### src/rtl/breakout_pkg.sv
// Shared constants and types for the breakout game datapath.
//   SCREEN_W, PADDLE_Y, PADDLE_H : playfield geometry
//   PADDLE_COLOR                 : BBGGRR paddle colour
//   dir_t                        : paddle motion direction
package breakout_pkg;

  localparam int SCREEN_W = 640;
  localparam int PADDLE_Y = 456;
  localparam int PADDLE_H = 8;

  localparam logic [5:0] PADDLE_COLOR = 6'b111111;

  typedef enum logic [1:0] {
    DIR_NONE  = 2'd0,
    DIR_LEFT  = 2'd1,
    DIR_RIGHT = 2'd2
  } dir_t;

endpackage

### src/rtl/paddle_raster.sv
// Registered paddle extent comparator.
//   clk, reset : clock, synchronous active-high reset
//   hpos, vpos : current beam position
//   x, half_w  : paddle centre column and half-width (same-cycle values)
//   in_paddle  : beam inside the paddle rectangle, one clock later
module paddle_raster
  import breakout_pkg::*;
(
  input  logic       clk,
  input  logic       reset,
  input  logic [9:0] hpos,
  input  logic [8:0] vpos,
  input  logic [9:0] x,
  input  logic [6:0] half_w,
  output logic       in_paddle
);

  localparam logic [8:0] ROW_TOP = 9'(PADDLE_Y);
  localparam logic [8:0] ROW_BOT = 9'(PADDLE_Y + PADDLE_H - 1);

  logic signed [10:0] col_lo;
  logic signed [10:0] col_hi;
  logic signed [10:0] col;
  logic               hit_p0;

  // Signed extent so a left edge below column 0 could never wrap around.
  always_comb begin
    col    = signed'({1'b0, hpos});
    col_lo = signed'({1'b0, x}) - signed'({4'b0000, half_w});
    col_hi = signed'({1'b0, x}) + signed'({4'b0000, half_w});
    hit_p0 = (col >= col_lo) && (col <= col_hi) &&
             (vpos >= ROW_TOP) && (vpos <= ROW_BOT);
  end

  // Stage p0 -> output register
  always_ff @(posedge clk) begin
    if (reset) in_paddle <= 1'b0;
    else       in_paddle <= hit_p0;
  end

endmodule

### src/rtl/paddle_controller.sv
// Frame-synchronous breakout paddle engine: accelerating motion from the
// buttons, wide/narrow width animation, wall clamp and pixel hit flag.
//   clk, reset           : clock, synchronous active-high reset
//   frame_tick           : one-cycle pulse per frame; all state moves only here
//   btn_left, btn_right  : move requests (levels)
//   narrow               : 1 = narrow target width, 0 = wide
//   hpos, vpos           : beam position
//   x, half_w            : paddle centre and (width-1)/2, registered
//   in_paddle            : beam inside paddle, 1 clk latency
//   color                : constant paddle colour
module paddle_controller
  import breakout_pkg::*;
#(
  parameter int WIDE_W    = 99,
  parameter int NARROW_W  = 49,
  parameter int SPEED_MAX = 8,
  parameter int ACCEL     = 1
) (
  input  logic       clk,
  input  logic       reset,
  input  logic       frame_tick,
  input  logic       btn_left,
  input  logic       btn_right,
  input  logic       narrow,
  input  logic [9:0] hpos,
  input  logic [8:0] vpos,
  output logic [9:0] x,
  output logic [6:0] half_w,
  output logic       in_paddle,
  output logic [5:0] color
);

  localparam logic [9:0]         X_RESET     = 10'(SCREEN_W / 2);
  localparam logic [6:0]         HALF_WIDE   = 7'((WIDE_W - 1) / 2);
  localparam logic [6:0]         HALF_NARROW = 7'((NARROW_W - 1) / 2);
  localparam logic [4:0]         SPD_MAX     = 5'(SPEED_MAX);
  localparam logic [5:0]         SPD_ACC     = 6'(ACCEL);
  localparam logic signed [11:0] X_LAST      = 12'(SCREEN_W - 1);

  dir_t               dir, dir_next, req;
  logic [4:0]         speed, speed_next, step_speed;
  logic [5:0]         speed_sum;
  logic [6:0]         half_next, step_half, target_half;
  logic [9:0]         x_next;
  logic signed [11:0] nx, lim_lo, lim_hi, nx_clamped;

  assign color = PADDLE_COLOR;

  // Width is always odd, so stepping the width by 2 is stepping half_w by 1;
  // a single step can never overshoot the target.
  always_comb begin
    req = DIR_NONE;
    if (btn_left && !btn_right)      req = DIR_LEFT;
    else if (btn_right && !btn_left) req = DIR_RIGHT;

    speed_sum  = {1'b0, speed} + SPD_ACC;
    step_speed = '0;
    if (req == DIR_NONE)   step_speed = '0;
    else if (req == dir)   step_speed = (speed_sum > {1'b0, SPD_MAX}) ? SPD_MAX : speed_sum[4:0];
    else                   step_speed = SPD_ACC[4:0];

    target_half = narrow ? HALF_NARROW : HALF_WIDE;
    step_half   = half_w;
    if (half_w < target_half)      step_half = half_w + 7'd1;
    else if (half_w > target_half) step_half = half_w - 7'd1;

    // 12-bit signed motion so overshoot past either wall never wraps; the
    // clamp uses the new half-width, so widening at a wall pushes x inward.
    nx = signed'({2'b00, x});
    if (req == DIR_LEFT)       nx = nx - signed'({7'b0000000, step_speed});
    else if (req == DIR_RIGHT) nx = nx + signed'({7'b0000000, step_speed});
    lim_lo = signed'({5'b00000, step_half});
    lim_hi = X_LAST - lim_lo;
    nx_clamped = nx;
    if (nx < lim_lo)      nx_clamped = lim_lo;
    else if (nx > lim_hi) nx_clamped = lim_hi;

    dir_next   = dir;
    speed_next = speed;
    half_next  = half_w;
    x_next     = x;
    if (frame_tick) begin
      dir_next   = req;
      speed_next = step_speed;
      half_next  = step_half;
      x_next     = 10'(nx_clamped);
    end
  end

  // Frame state register
  always_ff @(posedge clk) begin
    if (reset) begin
      dir    <= DIR_NONE;
      speed  <= '0;
      half_w <= HALF_WIDE;
      x      <= X_RESET;
    end else begin
      dir    <= dir_next;
      speed  <= speed_next;
      half_w <= half_next;
      x      <= x_next;
    end
  end

  paddle_raster u_raster (
    .clk       (clk),
    .reset     (reset),
    .hpos      (hpos),
    .vpos      (vpos),
    .x         (x),
    .half_w    (half_w),
    .in_paddle (in_paddle)
  );

endmodule

### config.mk
export PLATFORM = sky130hd
export DESIGN_NAME = paddle_controller
export DESIGN_NICKNAME = d
export VERILOG_FILES = /design/src/rtl/breakout_pkg.sv /design/src/rtl/paddle_raster.sv /design/src/rtl/paddle_controller.sv
export SDC_FILE = /design/constraint.sdc
export NUM_CORES = 1
export LEC_CHECK = 0
export CORE_AREA = 2 2 68 118
export DETAILED_ROUTE_END_ITERATION = 10
export DIE_AREA = 0 0 70 120
export PLACE_DENSITY_LB_ADDON = 0.12
export SYNTH_ARGS = -nofsm -noshare
export SYNTH_HDL_FRONTEND = slang
export SYNTH_SLANG_ARGS = --single-unit
### constraint.sdc
create_clock -name clk -period 5.83 [get_ports clk]
set_input_delay 1.166 -clock clk [delete_from_list [all_inputs] [get_ports clk]]
set_output_delay 1.166 -clock clk [all_outputs]
set_load 0.05 [all_outputs]
# --- Yosys cells after proc, flatten, opt, wreduce, memory -nomap -nowiden ---
# Index checks and enable logic that the tools add are counted.
op_classes:
  n_addsub: 8
  reduce_logical: 8
  muxes: 12
  n_eq_ne: 3
  magnitude_cmp: 9
op_table:
  columns: ["operator", "count"]
  rows:
  - ["$mux 10", 2]
  - ["$mux 5", 3]
  - ["$mux 7", 2]
  - ["$gt 12x11->1", 1]
  - ["$lt 12x8->1", 1]
  - ["$mux 12", 1]
  - ["$add 10x5->11", 1]
  - ["$add 10x7->11", 1]
  - ["$ge 11x11->1", 1]
  - ["$le 11x11->1", 1]
  - ["$mux 11", 1]
  - ["$sub 10x5->11", 1]
  - ["$sub 10x7->11", 1]
  - ["$sub 10x7->11 const A", 1]
  - ["$ge 9x9->1 const B", 1]
  - ["$le 9x9->1 const B", 1]
  - ["$add 7x1->7 const B", 1]
  - ["$gt 7x6->1", 1]
  - ["$lt 7x6->1", 1]
  - ["$sub 7x1->7 const B", 1]
  - ["$add 5x1->6 const B", 1]
  - ["$gt 6x4->1 const B", 1]
  - ["$mux 6", 1]
  - ["$logic_and 1x1->1", 5]
  - ["other kinds (6)", 8]
totals:
  ff_bits: 25
  output_inout_bits: 24
  elab_cells: 45

# --- Depth between registers and ports, before layout ---
# Gate-level depths: netlist (run 1).
logic_depth:
  word_depth: 13
  depth_mapped: 25

# --- Modules after synthesis ---
# From an unflattened synthesis (run 1), not the netlist that was laid out.
unflattened:
  cells_unflattened: 491
  hier_area_um2: 3844.9
by_module_without_submodules:
  columns: ["mod", "area_per_inst_um2", "cells_each", "n_inst"]
  rows:
  - ["paddle_controller", 2667.6, 340, 1]
  - ["paddle_raster", 1177.4, 151, 1]

# --- Least setup slack after synthesis (run 1) ---
# Ideal clock, no wire load.
synth_timing:
  path_type: "input-to-reg"
  from: "input btn_right"
  to: "register x[3]"
  arrival_time_ps: 5145
  path_buffers: 1
  required_ps: 5679
  slack_ps: 534
  path_stages: 22
  cell_sequence: "inv_1 > ha_1 > xnor2_1 > nand2_1 > nor4b_1 > inv_1 > ha_1 > and2b_1 > o21a_1 > or3_1 > nand3_1 > o21ai_0 > ha_1 > o21a_1 > o31ai_1 > a21oi_1 > o31ai_1 > o211ai_2 > and2_1 > buf_6 > o211ai_1 > a311oi_2"
synth_between:
  elab_chain_len: 12
  elab_cells_between_ends: 19
  classes_between: "add/sub (2); order compare (2); eq/ne (3); mux (8); reduce/logical (4)"
synth_rtl:
  columns: ["element", "line_no", "text"]
  rows:
  - ["from (decl)", "paddle_controller.sv:23", "input logic btn_right,"]
  - ["$logic_not 1->1 *", "paddle_controller.sv:53", "if (btn_left && !btn_right) req = DIR_LEFT;"]
  - ["$logic_and 1x1->1 *", "paddle_controller.sv:53", null]
  - ["$mux 2 *", "paddle_controller.sv:53", null]
  - ["named net req[0]", "paddle_controller.sv:40", "dir_t dir, dir_next, req;"]
  - ["$eq 2x2->1", "paddle_controller.sv:59", "else if (req == dir) step_speed = (speed_sum > {1'b0, SPD_MAX}) ? SPD_MAX : speed_sum[4:0];"]
  - ["$mux 5", "paddle_controller.sv:59", null]
  - ["$mux 5 *", "paddle_controller.sv:58", "if (req == DIR_NONE) step_speed = '0;"]
  - ["named net step_speed[1]", "paddle_controller.sv:41", "logic [4:0] speed, speed_next, step_speed;"]
  - ["$add 10x5->11", "paddle_controller.sv:71", "else if (req == DIR_RIGHT) nx = nx + signed'({7'b0000000, step_speed});"]
  - ["$mux 11", "paddle_controller.sv:71", null]
  - ["$mux 12 *", "paddle_controller.sv:70", "if (req == DIR_LEFT) nx = nx - signed'({7'b0000000, step_speed});"]
  - ["$gt 12x11->1", "paddle_controller.sv:76", "else if (nx > lim_hi) nx_clamped = lim_hi;"]
  - ["$mux 10", "paddle_controller.sv:76", null]
  - ["$mux 10 *", "paddle_controller.sv:75", "if (nx < lim_lo) nx_clamped = lim_lo;"]
  - ["to (signal assigned)", "paddle_controller.sv:101", "x <= x_next;"]
  - ["to (decl)", "paddle_controller.sv:27", "output logic [9:0] x,"]
# Mark *: on every way through the listed nets, which the timed path passes. The rest lies on a longest branch.
# A chain may end at the register's enable or synchronous reset.

# --- Worst setup path in the final report (run 1) ---
layout_timing:
  from: "input btn_left"
  to: "register x[0]"
layout_between:
  elab_chain_len: 13
  elab_cells_between_ends: 19
  classes_between: "add/sub (2); order compare (2); eq/ne (3); mux (8); reduce/logical (4)"
layout_rtl:
  columns: ["element", "line_no", "text"]
  rows:
  - ["from (decl)", "paddle_controller.sv:22", "input logic btn_left,"]
  - ["$logic_not 1->1", "paddle_controller.sv:54", "else if (btn_right && !btn_left) req = DIR_RIGHT;"]
  - ["$logic_and 1x1->1", "paddle_controller.sv:54", null]
  - ["$mux 2", "paddle_controller.sv:54", null]
  - ["$mux 2 *", "paddle_controller.sv:53", null]
  - ["$eq 2x2->1", "paddle_controller.sv:59", null]
  - ["$mux 5", "paddle_controller.sv:59", null]
  - ["$mux 5 *", "paddle_controller.sv:58", null]
  - ["named net step_speed[2]", "paddle_controller.sv:41", null]
  - ["$add 10x5->11", "paddle_controller.sv:71", null]
  - ["$mux 11", "paddle_controller.sv:71", null]
  - ["$mux 12 *", "paddle_controller.sv:70", null]
  - ["$gt 12x11->1", "paddle_controller.sv:76", null]
  - ["$mux 10", "paddle_controller.sv:76", null]
  - ["$mux 10 *", "paddle_controller.sv:75", null]
# Marks and branches as above.

==> impl_summary.txt, run 1 <==
----------------------------------------------------
[Run status]
  Outcome ... finished clean

[Global route]
  Total track usage ... 25.0%
  Met2 track demand over resource in global routing ... 52.6%
  Antenna violations before repair ... 0
  Met3 Track Usage GR ... ~1.6%
  Busiest metal layer after global routing ... met2
  Congestion Overflow GR ... 0
  Vias in the first global route ... 3815
  GR Layer Usage met1 ... 23.4%
  First-pass GRT wire length ... 17.1 mm
  Maximum number of pins on one net before global-route repair ... 30

[Logic synthesis]
  Seq cells post-synth ... 25
  Area share of the leading cell type in the synthesized netlist ... between 20% and 30%
  Share of synthesized cell area in and, or, nand and nor gates ... 19.3%
  Fraction of registers with async set/reset ... 0%
  Commonest cells in the netlist ... 68 x ha_1, 47 x inv_1, 39 x nor2_1
  Yosys Warn Count ... 0
  Top cell type by total area after synthesis ... ha_1
  Fraction of the yosys area taken by sequential cells ... 12.8%
  Number of distinct library cell variants in the gate-level netlist after synthesis ... 73
  Share of the synthesized area in compound gates (AO/OA/AOI/OAI) ... 24.6%
  Instance count of the mapped netlist ... 479
  Mux contribution to synthesized area ... roughly 3.7%
  Synth Flop Type ... dfxtp_1
  Combinational family with the most area after synthesis ... compound AO/OA/AOI/OAI gates
  Synthesized-area fraction occupied by xor and xnor cells ... 6.95%
  Mapped cell area ... 0.00391 mm^2
  Most numerous cell in the Yosys netlist ... ha_1
  Count of flip-flops with a built-in enable after synthesis ... 0
  Biggest area contributors in the synthesized netlist ... ha_1 22%, dfxtp_1 13%, xnor2_1 5.4%, inv_1 4.5%, nor2_1 3.7%
  Avg Inst Size Synth ... approximately 8.2 um^2
  Adder and majority gate portion of the synthesized area ... 23.8%

[Route]
  Overall via count from detail_route ... around 3.7k
  Antenna-violating nets left ... 0
  Number of iterations in the first detailed-routing pass ... 4
  Final routed wire length divided by cell count ... 16.2 um
  DRC ... 0
  Drt first-iter violations ... 153
  Average vias per placed instance ... 5.79
  Post-detailed-routing wire length ... 10.4 mm

[Setup path]
  Cell repeated most along the worst path ... buf_4
  Ordered cell list for the critical path ... clkdlybuf4s50_1 -> inv_1 -> buf_4 -> ha_2 -> nor4_4 -> inv_1 -> ha_2 -> nor3b_4 -> buf_4 -> o311ai_4 -> nand2_1 -> a31oi_2 -> xor2_1 -> inv_1 -> ha_1 -> o21ai_0 -> a21oi_1 -> o31ai_1 -> buf_4 -> o211ai_2 -> and2_4 -> buf_4 -> o211ai_1 -> a32o_1
  Worst path bufs/invs ... 8
  CP arrival ... 5.80 ns
  Critical path data required time ... between 6 and 7 ns
  Critical path class ... input pin to register
  Critical Path End Type ... register
  Category of cells accounting for the largest share of critical-path delay ... compound AO/OA/AOI/OAI gates
  Largest fanout on the critical path ... 5
  Biggest cell delay along the critical path ... ~0.48 ns
  Critical Path Source Type ... input pin
  Slowest-stage cell, CP ... clkdlybuf4s50_1

[STA]
  Slew HR ... between 30% and 40%
  Clock period minus worst slack ... 5.59 ns
  Setup slack after layout ... 0.243 ns
  Period utilisation layout ... 95.8%
  Final count of negative-setup-slack endpoints ... 0
  Worst-case clock skew ... 0.00388 ns
  Least-Margin Pin Slew ... about 0.9 ns
  Fmax ... 179 MHz
  Hold Worst Slack ... around 0.53 ns
  Final Hold Fails ... 0
  Max Slew Vio Count ... 0

[CTS]
  CTS tree ... built
  Number of sinks driven by the clock tree ... 25
  Number of CTS-inserted buffers ... 3
  Level count of the clock H-tree ... 1
  Number of hold buffers added after CTS ... 0
  Clock Tree Root ... clkbuf_16
  Register clock-pin slew on the reported worst setup and hold paths ... 0.07 ns
  Clock latency of the later-clocked register in the worst-skew pair ... about 0.26 ns
  Clock tree buffer depth ... 2

[Floorplanning]
  Num ports ... ~50
  Area of the die ... 0.00840 mm^2
  Die Ht ... 120 um
  Number of standard-cell rows in the floorplan ... 42
  Initial core utilization ... 52.3%
  Core region area ... 0.00746 mm^2
  Chip Width ... ~70 um

[Pwr]
  Sw frac ... 43.7%
  Ratio of total power to cell area ... 211 mW/mm^2
  Share of total power in combinational logic ... between 60% and 70%
  Overall power consumption ... 1.03 mW
  Internal power ... 0.577 mW
  Worst-case vdd ir drop ... around 0.22 mV
  Flop pwr share ... 21.9%
  Net switching power of the design ... 0.449 mW
  Share of total power in the clock network ... 15.8%
  Standby leakage power ... about 2.1 nW

[Placed design]
  Minimum setup slack after placement ... -0.334 ns
  Gp weighted congestion ... approximately 0.93
  Port Buffer Count ... 39
  Half-perimeter wire length after detailed placement ... 8.45 mm

[Hold path]
  Tightest Hold Check Type ... register to register

[Flow run]
  Max-cap violations ... 0

[Layout]
  Layout Area Growth over Synthesis ... 24.4%
  Total Nets Final ... 650
  Total inserted antenna cells ... 0
  Util after Layout ... 65.1%
  Fraction of final layout cells with drive strength greater than 1 ... 17.4%

----------------------------------------------------
## cells by family after synthesis
logic type | after synthesis
other | 2
adder cells (fa/ha/maj) | 72
flip-flops | 25
XOR/XNOR | 31
multiplexers | 14
buffers and inverters | 72
AO/OA/AOI/OAI | 126
AND/OR/NAND/NOR | 137
## cell usage in the layout, fill, tap and decap left out, drive strengths merged, types with 15 or more instances in the layout
| master | netlist | routed |
|---|---|---|
| buf | 17 | 48 |
| o21ai | 23 | 23 |
| inv | 48 | 48 |
| xnor2 | 24 | 24 |
| nand2 | 21 | 21 |
| clkdlybuf4s50 | 0 | 39 |
| ha | 68 | 68 |
| a21oi | 28 | 28 |
| dfxtp | 25 | 25 |
| nor2 | 39 | 39 |
| o211ai | 15 | 15 |
## metal layers
| layer | routed length, um | share of wire [%] | vias to the layer above |
|---|---|---|---|
| met2 | 6080 | 59 | 88 |
| met1 | 3600 | 35 | 1745 |
| li1 | - | - | 1837 |
| met3 | 290 | 2.8 | 33 |
| met5 | 0 | 0 | - |
| met4 | 403 | 3.9 | 0 |
## through the flow
step	TNS (ns)	cell area [um^2]	std cells
detailed placement	-2.67	4650	635
floorplan	0	3930	485
global route	-0.0794	4860	640
CTS	0	4750	639
global placement	-2.42	4650	635
finish	0	4860	640
## registers in the layout, indices dropped and copies added, names as in the netlist
name,count
half_w,7
u_raster.in_paddle,1
x,10
speed,5
dir,2
## worst paths after layout
path | start | end | slack (ns) | cells after the start
min reg2reg | speed[4] | speed[4] | 0.53 | 1
max reg2reg | speed[0] | x[5] | 0.60 | 26
max | btn_left | x[0] | 0.24 | 24
min | speed[4] | speed[4] | 0.53 | 1
## repair_timing
item	in CTS	in global routing
pin swaps	0	6
endpoints found under the setup margin	7	9
buffers inserted	0	1
gates cloned	0	0
resized for setup	2	18
## final cells by class
type | count | area, um^2
clock buffer | 3 | 75.1
clock inverter | 1 | 7.51
fill | 660 | 2600
inverter | 48 | 180
multi-input combinational | 388 | 3210
sequential | 25 | 500
tap | 88 | 110
timing repair buffer | 87 | 776
## power by group through the flow
stage	sequential, mW	clock (mW)	combinational, mW
4_1_cts	0.223	0.168	0.624
2_1_floorplan	0.249	0	0.390
3_3_place_gp	0.226	0	0.605
5_1_grt	0.228	0.173	0.711
6_report	0.224	0.162	0.640
3_5_place_dp	0.227	0	0.620
No activity file was read; power rests on OpenSTA's default activity.
==> run 2, diff against run 1 <==
- clock period: 5.83 -> 5.3 ns (I/O delays scaled with it)
==> impl_summary.txt, run 2 (synthesis gave the netlist of run 1 again) <==
----------------------------------------------------
[Run status]
  Outcome ... finished clean

[Placed design]
  Half-perimeter wire length after detailed placement ... 8.68 mm (+2.8%)
  Number of placed instances with taps included ... 643 (+1.3%)
  Minimum setup slack after placement ... -0.652 ns (-0.318 ns)
  Port Buffer Count ... 39 (unchanged)
  Gp weighted congestion ... 0.947 (+2.2%)

[Route]
  Average vias per placed instance ... 5.83 (+0.83%)
  Final routed wire length divided by cell count ... 16.9 um (+4.4%)
  Number of iterations in the first detailed-routing pass ... 6 (+2)
  DRC ... 0 (unchanged)
  Antenna-violating nets left ... 0 (unchanged)
  Overall via count from detail_route ... 3833 (+3.5%)
  Drt first-iter violations ... 141 (-7.8%)
  Post-detailed-routing wire length ... 11.1 mm (+7.2%)

[CTS]
  Clock latency of the later-clocked register in the worst-skew pair ... 0.26 ns (about the same)
  Number of CTS-inserted buffers ... 3 (unchanged)
  Number of sinks driven by the clock tree ... 25 (unchanged)
  Register clock-pin slew on the reported worst setup and hold paths ... 0.07 ns (about the same)
  Clock Tree Root ... clkbuf_16
  Level count of the clock H-tree ... 1 (unchanged)
  Clock tree buffer depth ... 2 (unchanged)
  CTS tree ... built

[Layout]
  Final instance count without filler cells ... 657 (+2.7%)
  Largest register FFs ... 10 (unchanged)
  Most common library cell in the layout ignoring fill and taps ... buf_4
  Util after Layout ... 69.1% (+4.0 points)
  Multi-input combinational cell area ... 0.00338 mm^2 (+5.3%)
  Total Nets Final ... 667 (+2.6%)
  Commonest cells after routing, fill and taps aside ... 60 x buf_4, 59 x ha_1, 45 x inv_1
  Total inserted antenna cells ... 0 (unchanged)
  Register bank with the most flops ... x
  Sequential cell area ... 500 um^2 (unchanged)
  Fraction of final layout cells with drive strength greater than 1 ... 23.2% (+5.8 points)
  Layout Area Growth over Synthesis ... 32.0%
  # fillers ... 617 (-6.5%)
  Registers with the highest flip-flop counts ... x (10), half_w (7), speed (5)

[Setup path]
  Biggest cell delay along the critical path ... 0.41 ns (-0.07 ns)
  Minimum setup slack among reg-to-reg paths ... 0.23 ns (-0.37 ns)
  Category of cells accounting for the largest share of critical-path delay ... compound AO/OA/AOI/OAI gates
  Slowest-stage cell, CP ... fa_2
  CP arrival ... 5.28 ns (-0.52 ns)
  RR Endpoint ... x[2]
  Critical path class ... input pin to register
  Cell repeated most along the worst path ... buf_4
  Reg-to-reg startpoint ... speed[0]
  Critical path data required time ... 5.50 ns (-0.54 ns)
  Number of cells traversed by the worst register-to-register path ... 26 (unchanged)
  Worst path bufs/invs ... 8 (unchanged)
  Critical Path End Type ... register
  Critical Path Source Type ... input pin
  Largest fanout on the critical path ... 5 (unchanged)

[STA]
  Period utilisation layout ... 95.8%
  Fmax ... 197 MHz
  Final Hold Fails ... 0 (unchanged)
  Max Slew Vio Count ... 0 (unchanged)
  Unrepaired setup endpoints after global routing ... false
  Clock period minus worst slack ... between 5 and 6 ns
  Worst-case clock skew ... 0.00459 ns (+0.000709 ns)
  Slew HR ... 43.3% (+4.0 points)
  Least-Margin Pin Slew ... 0.847 ns (-0.0604 ns)
  Setup slack after layout ... 0.222 ns (-0.0210 ns)
  Final count of negative-setup-slack endpoints ... 0 (unchanged)

[Floorplanning]
  Initial core utilization ... 52.3% (unchanged)
  Chip Width ... 70 um (unchanged)
  Die Ht ... 120 um (unchanged)
  Number of standard-cell rows in the floorplan ... 42 (unchanged)
  Core region area ... 0.00746 mm^2 (unchanged)
  Area of the die ... 0.00840 mm^2 (unchanged)
  Num ports ... 49 (unchanged)

[Pwr]
  Worst-case vdd ir drop ... 0.142 mV (-35%)
  Standby leakage power ... 2.22 nW (+5.2%)
  Ratio of total power to cell area ... 234 mW/mm^2 (+11%)
  Overall power consumption ... 1.21 mW (+18%)

[Global route]
  Antenna violations before repair ... 0 (unchanged)
  Total track usage ... 27.1% (+2.1 points)
  First-pass GRT wire length ... 18.4 mm (+7.8%)
  Maximum number of pins on one net before global-route repair ... 30 (unchanged)
  Congestion Overflow GR ... 0 (unchanged)
  Vias in the first global route ... 4078 (+6.9%)

[Hold path]
  Min-Delay Path Depth ... 1 (unchanged)
  Tightest Hold Check Type ... register to register
  End point of the worst hold path ... speed[4]
  Beginning of the worst hold path ... speed[4]

[Flow run]
  Max-cap violations ... 0 (unchanged)

----------------------------------------------------
## run 2: metrics by stage
stage	hold slack [ns]	TNS (ns)	area, um^2
2_1_floorplan	0.482	0	3930
3_3_place_gp	0.496	-4.65	4710
3_5_place_dp	0.509	-5.45	4710
4_1_cts	0.525	0	5060
5_1_grt	0.552	0	5160
6_report	0.547	0	5160
## run 2: power breakdown
part | total (mW) | leakage, nW | switching [mW] | internal [mW]
Sequential | 0.248 | 0.204 | 0.0463 | 0.202
Clock | 0.174 | 0.0382 | 0.0713 | 0.103
Combinational | 0.786 | 1.98 | 0.406 | 0.380
## run 2: per-layer routing
layer | wire length [um] | vias up | global-route usage (%)
met5 | 0 | - | 0
met4 | 534 | 0 | 15.4
met1 | 3740 | 1830 | 24.6
met2 | 6590 | 84 | 56.3
met3 | 249 | 36 | 1.93
li1 | - | 1883 | -
## run 2: cell type report
| class | instances | area share (%) |
|---|---|---|
| clock buffers | 4 | 1.53 |
| inverters | 48 | 3.49 |
| multi-input cells | 388 | 65.6 |
| flip-flops and latches | 25 | 9.70 |
| well taps | 88 | 2.13 |
| repair buffers | 104 | 17.5 |
## run 2: worst max path at each step
stage                    from   end  slack [ns]  cells past startpoint
floorplan           btn_right  x[3]        0.11                     22
global placement    btn_right  x[1]       -0.56                     25
detailed placement  btn_right  x[5]       -0.65                     25
CTS                  btn_left  x[2]        0.12                     24
global route         speed[0]  x[0]       0.003                     26
finish               btn_left  x[2]        0.22                     25
## run 2: what timing repair did
action / CTS / global route
endpoints found under the hold margin: 0 / 0
endpoints found under the setup margin: 9 / 9
gates cloned: 0 / 0
resized for setup: 38 / 22
hold buffers: 0 / 0
pin swaps: 17 / 12
setup buffers: 8 / 2
